### src/rtl/fp_norm_stage_pkg.sv
// Shared constants and the stage-1 bundle for the mantissa
// normaliser pipeline.
package fp_norm_stage_pkg;

  localparam int MANT_W    = 16;
  localparam int LZC_W     = 5;
  localparam int EXP_W_DEF = 8;

  typedef struct packed {
    logic              sign;
    logic [MANT_W-1:0] mant;
    logic [LZC_W-1:0]  lzc;
  } s1_core_t;

endpackage

### src/rtl/fp_norm_stage_lzc16.sv
// 16-bit leading-zero counter; an all-zero input yields 16,
// so bit 4 of the count doubles as the zero flag.
module lzc16
  import fp_norm_stage_pkg::*;
(
  input  logic [MANT_W-1:0] mant,
  output logic [LZC_W-1:0]  count
);

  always_comb begin
    count = LZC_W'(MANT_W);
    for (int i = 0; i < MANT_W; i++) begin
      if (mant[i]) count = LZC_W'(MANT_W - 1 - i);
    end
  end

endmodule

### src/rtl/fp_norm_stage.sv
// Two-stage mantissa normaliser: S1 holds operand + lzc,
// S2 holds the shifted, exponent-adjusted result.
module fp_norm_stage
  import fp_norm_stage_pkg::*;
#(
  parameter int EXP_W = EXP_W_DEF
) (
  input  logic              clk,
  input  logic              rst,
  input  logic              in_valid,
  output logic              in_ready,
  input  logic              in_sign,
  input  logic [EXP_W-1:0]  in_exp,
  input  logic [MANT_W-1:0] in_mant,
  output logic              out_valid,
  input  logic              out_ready,
  output logic              out_sign,
  output logic [EXP_W-1:0]  out_exp,
  output logic [MANT_W-1:0] out_mant,
  output logic              out_zero,
  output logic              out_uflow
);

  localparam int CMP_W = (EXP_W > LZC_W) ? EXP_W : LZC_W;

  logic [LZC_W-1:0] in_lzc;

  logic             s1_v;
  s1_core_t         s1;
  logic [EXP_W-1:0] s1_exp;
  logic             s1_adv;

  logic              s2_v;
  logic              s2_sign;
  logic [EXP_W-1:0]  s2_exp;
  logic [MANT_W-1:0] s2_mant;
  logic              s2_zero;
  logic              s2_uflow;

  logic [CMP_W-1:0]  exp_ext;
  logic [CMP_W-1:0]  lzc_ext;
  logic              is_zero;
  logic              norm;
  logic [3:0]        sh;
  logic [MANT_W-1:0] l1;
  logic [MANT_W-1:0] l2;
  logic [MANT_W-1:0] l3;
  logic [MANT_W-1:0] l4;
  logic [EXP_W-1:0]  n_exp;
  logic [MANT_W-1:0] n_mant;
  logic              n_uflow;

  lzc16 u_lzc (
    .mant  (in_mant),
    .count (in_lzc)
  );

  // no skid buffer: S1 frees up in the same cycle S2 drains
  assign s1_adv   = s1_v && (!s2_v || out_ready);
  assign in_ready = !rst && (!s1_v || s1_adv);

  always_ff @(posedge clk) begin
    if (rst) begin
      s1_v   <= 1'b0;
      s1     <= '0;
      s1_exp <= '0;
    end else if (in_ready) begin
      s1_v <= in_valid;
      if (in_valid) begin
        s1.sign <= in_sign;
        s1.mant <= in_mant;
        s1.lzc  <= in_lzc;
        s1_exp  <= in_exp;
      end
    end
  end

  assign exp_ext = CMP_W'(s1_exp);
  assign lzc_ext = CMP_W'(s1.lzc);
  assign is_zero = s1.lzc[LZC_W-1];
  assign norm    = exp_ext > lzc_ext;

  // underflow stops the shift where the exponent reaches 0
  assign sh = norm ? s1.lzc[3:0] : 4'(s1_exp);

  assign l1 = sh[0] ? {s1.mant[MANT_W-2:0], 1'b0} : s1.mant;
  assign l2 = sh[1] ? {l1[MANT_W-3:0], 2'b0} : l1;
  assign l3 = sh[2] ? {l2[MANT_W-5:0], 4'b0} : l2;
  assign l4 = sh[3] ? {l3[MANT_W-9:0], 8'b0} : l3;

  always_comb begin
    n_exp   = '0;
    n_mant  = '0;
    n_uflow = 1'b0;
    if (!is_zero) begin
      n_mant  = l4;
      n_uflow = !norm;
      if (norm) n_exp = s1_exp - EXP_W'(s1.lzc);
    end
  end

  always_ff @(posedge clk) begin
    if (rst) begin
      s2_v     <= 1'b0;
      s2_sign  <= 1'b0;
      s2_exp   <= '0;
      s2_mant  <= '0;
      s2_zero  <= 1'b0;
      s2_uflow <= 1'b0;
    end else if (s1_adv) begin
      s2_v     <= 1'b1;
      s2_sign  <= s1.sign;
      s2_exp   <= n_exp;
      s2_mant  <= n_mant;
      s2_zero  <= is_zero;
      s2_uflow <= n_uflow;
    end else if (out_ready) begin
      s2_v <= 1'b0;
    end
  end

  assign out_valid = s2_v;
  assign out_sign  = s2_sign;
  assign out_exp   = s2_exp;
  assign out_mant  = s2_mant;
  assign out_zero  = s2_zero;
  assign out_uflow = s2_uflow;

endmodule

### config.mk
export PLATFORM = sky130hd
export DESIGN_NAME = fp_norm_stage
export DESIGN_NICKNAME = d
export VERILOG_FILES = /design/src/rtl/fp_norm_stage_pkg.sv /design/src/rtl/fp_norm_stage_lzc16.sv /design/src/rtl/fp_norm_stage.sv
export SDC_FILE = /design/constraint.sdc
export NUM_CORES = 1
export LEC_CHECK = 0
export ABC_CLOCK_PERIOD_IN_PS = 5050
export BUFFER_PORTS_ARGS = -buffer_cell sky130_fd_sc_hd__buf_2
export CORE_MARGIN = 4
export CORE_UTILIZATION = 60
export DETAILED_ROUTE_END_ITERATION = 8
export PLACE_DENSITY = 0.86
export RECOVER_POWER = 100
export SLEW_MARGIN = 10
export SYNTH_ARGS = -nofsm -noshare
export SYNTH_HDL_FRONTEND = slang
export SYNTH_SLANG_ARGS = --single-unit
### constraint.sdc
create_clock -name clk -period 5.05 [get_ports clk]
set_input_delay 0.505 -clock clk [delete_from_list [all_inputs] [get_ports clk]]
set_output_delay 0.505 -clock clk [all_outputs]
set_load 0.02 [all_outputs]
==> flow_metrics.tcl <==
set metrics [dict create \
    multi_input_area_sq_um 1880 \
    p_sw_uw 363 \
    cp_max_fo 12 \
    synth-compound-area-share_pct 18.9 \
    postPlaceCellArea_sq_um 3510 \
    dr.pass1.iters 5 \
    slew_viol_final 56 \
    syn_inst 387 \
    power_frac_comb_pct 21.4 \
    drive_gt1_share_pct 10.7 \
    yosys-top-cells-area "dfxtp_1 (37%), mux2i_1 (8.1%), nand2_1 (7.8%)" \
    vdd_drop_max_mv 0.221 \
    clock_path_buffers 2 \
    ys_types 57 \
    routedWlPerCell_um 16.4 \
    holdCritPathClass "primary input to flip-flop" \
    die_h_um 81.3 \
    synth_area_sq_um 3220 \
    crit_path_frequent_cell "mux2i_1" \
    grt-ovfl-total 0 \
    critPathArrivalTime_ps 4250 \
    post-route-cell-area_sq_um 3640 \
    worstMarginPinSlew_ps 2010 \
    cp_slowest_cell "a21oi_1" \
    cts_sinks 59 \
    required_ps 5260 \
    min_period_over_period_pct 79.8 \
    yosysWarnings 0 \
    p_int_uw 843 \
    fmax_mhz 248 \
    routabilityCongestion 0.933 \
    fin_ws_ps 1020 \
    synthArstFlopShare_pct 0 \
    hold_viol_final 0 \
    finalWirelength_um 8380 \
    routed-via-count 3137 \
    critPathLaunchType "flip-flop" \
    syn-num-nets 422 \
    finalSetupTns_ps 0 \
    start_util_pct 62.6 \
    finalSetupViolCount 0 \
    drc 0 \
    design.portCount 58 \
    grt_max_degree 56 \
    skew_ps 7.79 \
    synth_top_family_by_area "simple AND/OR/NAND/NOR gates" \
    fillers 437 \
    hold_buffers 0 \
    synth.most_common_cell "nand2_1" \
    seq_area_frac_synth_pct 36.7 \
    place_ws_ps 1500 \
    vias_per_cell 6.15 \
    avgSynthCellArea_sq_um 8.32 \
    diodes 0 \
    regArea_sq_um 1180 \
    path_clk_slew_ps 70 \
    ys_ff_latch 59 \
    max_stage_delay_ps 980 \
    antenna_found_initial 0 \
    cts_resized 0 \
    r2r_slack_ps 1020 \
    drtIter0Drc 336 \
    ys.flop_type "dfxtp_1" \
    power_frac_clock_pct 35.5 \
    p_leak_uw 0.00156 \
    cts_max_level 3 \
    clk_latency_ps 340 \
    dpl.hpwl_um 5890 \
    violations "capacitance limit, slew limit" \
    grt_pass1_wl_um 13400 \
    path_cells "inv_1 -> fa_1 -> a21o_1 -> a211oi_4 -> nor2_1 -> a21oi_1 -> mux2i_1 -> mux2i_1 -> a222oi_1 -> nand2_1" \
    synth_adder_area_share_pct 2.57 \
    powerDensity_nw_per_um2 331 \
    grt_pass1_vias 2897 \
    power_frac_seq_pct 43.1 \
    syn_to_final_growth_pct 13.2 \
    die_w_um 81.3 \
    row_count 26 \
    synth_edf_count 0 \
    post-cts-setup-buffers 0 \
    relSlewSlack_pct -34.0 \
    cts_inserted_buffers 9 \
    netlist_top_cells_count "nand2_1 (67), dfxtp_1 (59), nor2_1 (36)" \
    yosysTopAreaCell "dfxtp_1" \
    yosys.area_share.simple_pct 26.0 \
    path_class "flip-flop to flip-flop" \
    cp-end-kind "flip-flop" \
    die_area_sq_um 6600 \
    maxCapViolations 1 \
    final_antenna_net_count 0 \
    period_minus_slack_ps 4030 \
    rsz0062_at_grt "no" \
    root_buffer "clkbuf_8" \
    numPortBuffers 57 \
    yosys.area_share.xor_xnor_pct 1.36 \
    grt_util_all_layers_pct 26.3 \
    switching_share_pct 30.1 \
    synth.mux.area_fraction_pct 10.3 \
    fin_nets 471 \
    post-synth-top-area-fraction_pct 36.7 \
    cts_tree "done" \
    status "complete, but fails checks" \
    core-area_sq_um 5140 \
]
-- sequential cells by signal, indices dropped and copies added (netlist names), 4 cells and up --
signal    cells
s1           17
out_mant     16
exp_ext       8
out_exp       8
lzc_ext       4
-- metal layers --
| layer | share of wire, % | global-route usage [%] | routed length (um) |
|---|---|---|---|
| met1 | 43 | 34.0 | 3610 |
| met2 | 46 | 41.3 | 3850 |
| met3 | 8.5 | 7.21 | 716 |
| met4 | 2.4 | 11.0 | 200 |
| met5 | 0 | 0 | 0 |
-- path summary, 6_finish.rpt --
path	endpoint	depth (start not counted)	start
max reg2reg	out_mant[12]$_SDFFE_PP0P_	10	lzc_ext[1]$_SDFFE_PP0P_
min	exp_ext[3]$_SDFFE_PP0P_	3	in_exp[3]
max	out_mant[12]$_SDFFE_PP0P_	10	lzc_ext[1]$_SDFFE_PP0P_
min reg2reg	out_mant[13]$_SDFFE_PP0P_	2	out_mant[13]$_SDFFE_PP0P_
-- layout make-up --
type	count	area share [%]
Timing Repair Buffer	58	6.90
Clock buffer	13	4.36
Sequential cell	59	32.4
Tap cell	70	2.40
Inverter	12	1.24
Multi-Input combinational cell	296	51.7
Clock inverter	2	0.962
-- stage by stage --
stage / hold slack [ps] / power [uW] / utilization (%) / instances
floorplan: 436 / 720 / - / 387
global placement: 434 / 778 / 68.2 / 495
detailed placement: 454 / 786 / 68.2 / 495
CTS: 348 / 1210 / 72.0 / 510
global route: 355 / 1260 / 70.9 / 510
finish: 348 / 1210 / 70.9 / 510
-- kinds of logic (layout without fill, tap and decap cells) --
kind of cell,Yosys count,in the layout
flops,59,59
mux,31,31
compound gates,85,85
xor+xnor,5,5
buf+inv,32,85
fa+ha+maj,6,6
simple gates,169,169
-- power groups by stage --
stage	Clock (uW)	Sequential (uW)	Combinational, uW
3_5_place_dp	0	528	258
6_report	428	520	259
2_1_floorplan	0	533	186
3_3_place_gp	0	527	251
4_1_cts	428	518	260
5_1_grt	451	523	281
-- critical path: cells and delay by family, from the launching register on --
kind	cells	cell delay (ps)
AOI/OAI and AO/OA	4	1860
muxes	2	580
DFF	1	510
adders and majority gates	1	450
and+or+nand+nor	2	320
buffers and inverters	1	170
-- placed cells by master, fill, tap and decap left out, drive strengths merged, types with 12 or more instances in the layout --
cell type	Yosys	layout
a22oi	18	18
nand2	67	67
a21oi	21	21
nand3b	26	26
buf	5	27
nor2	37	37
dfxtp	59	59
clkbuf	15	44
inv	12	12
mux2i	28	28
No activity file was read; power rests on OpenSTA's default activity.
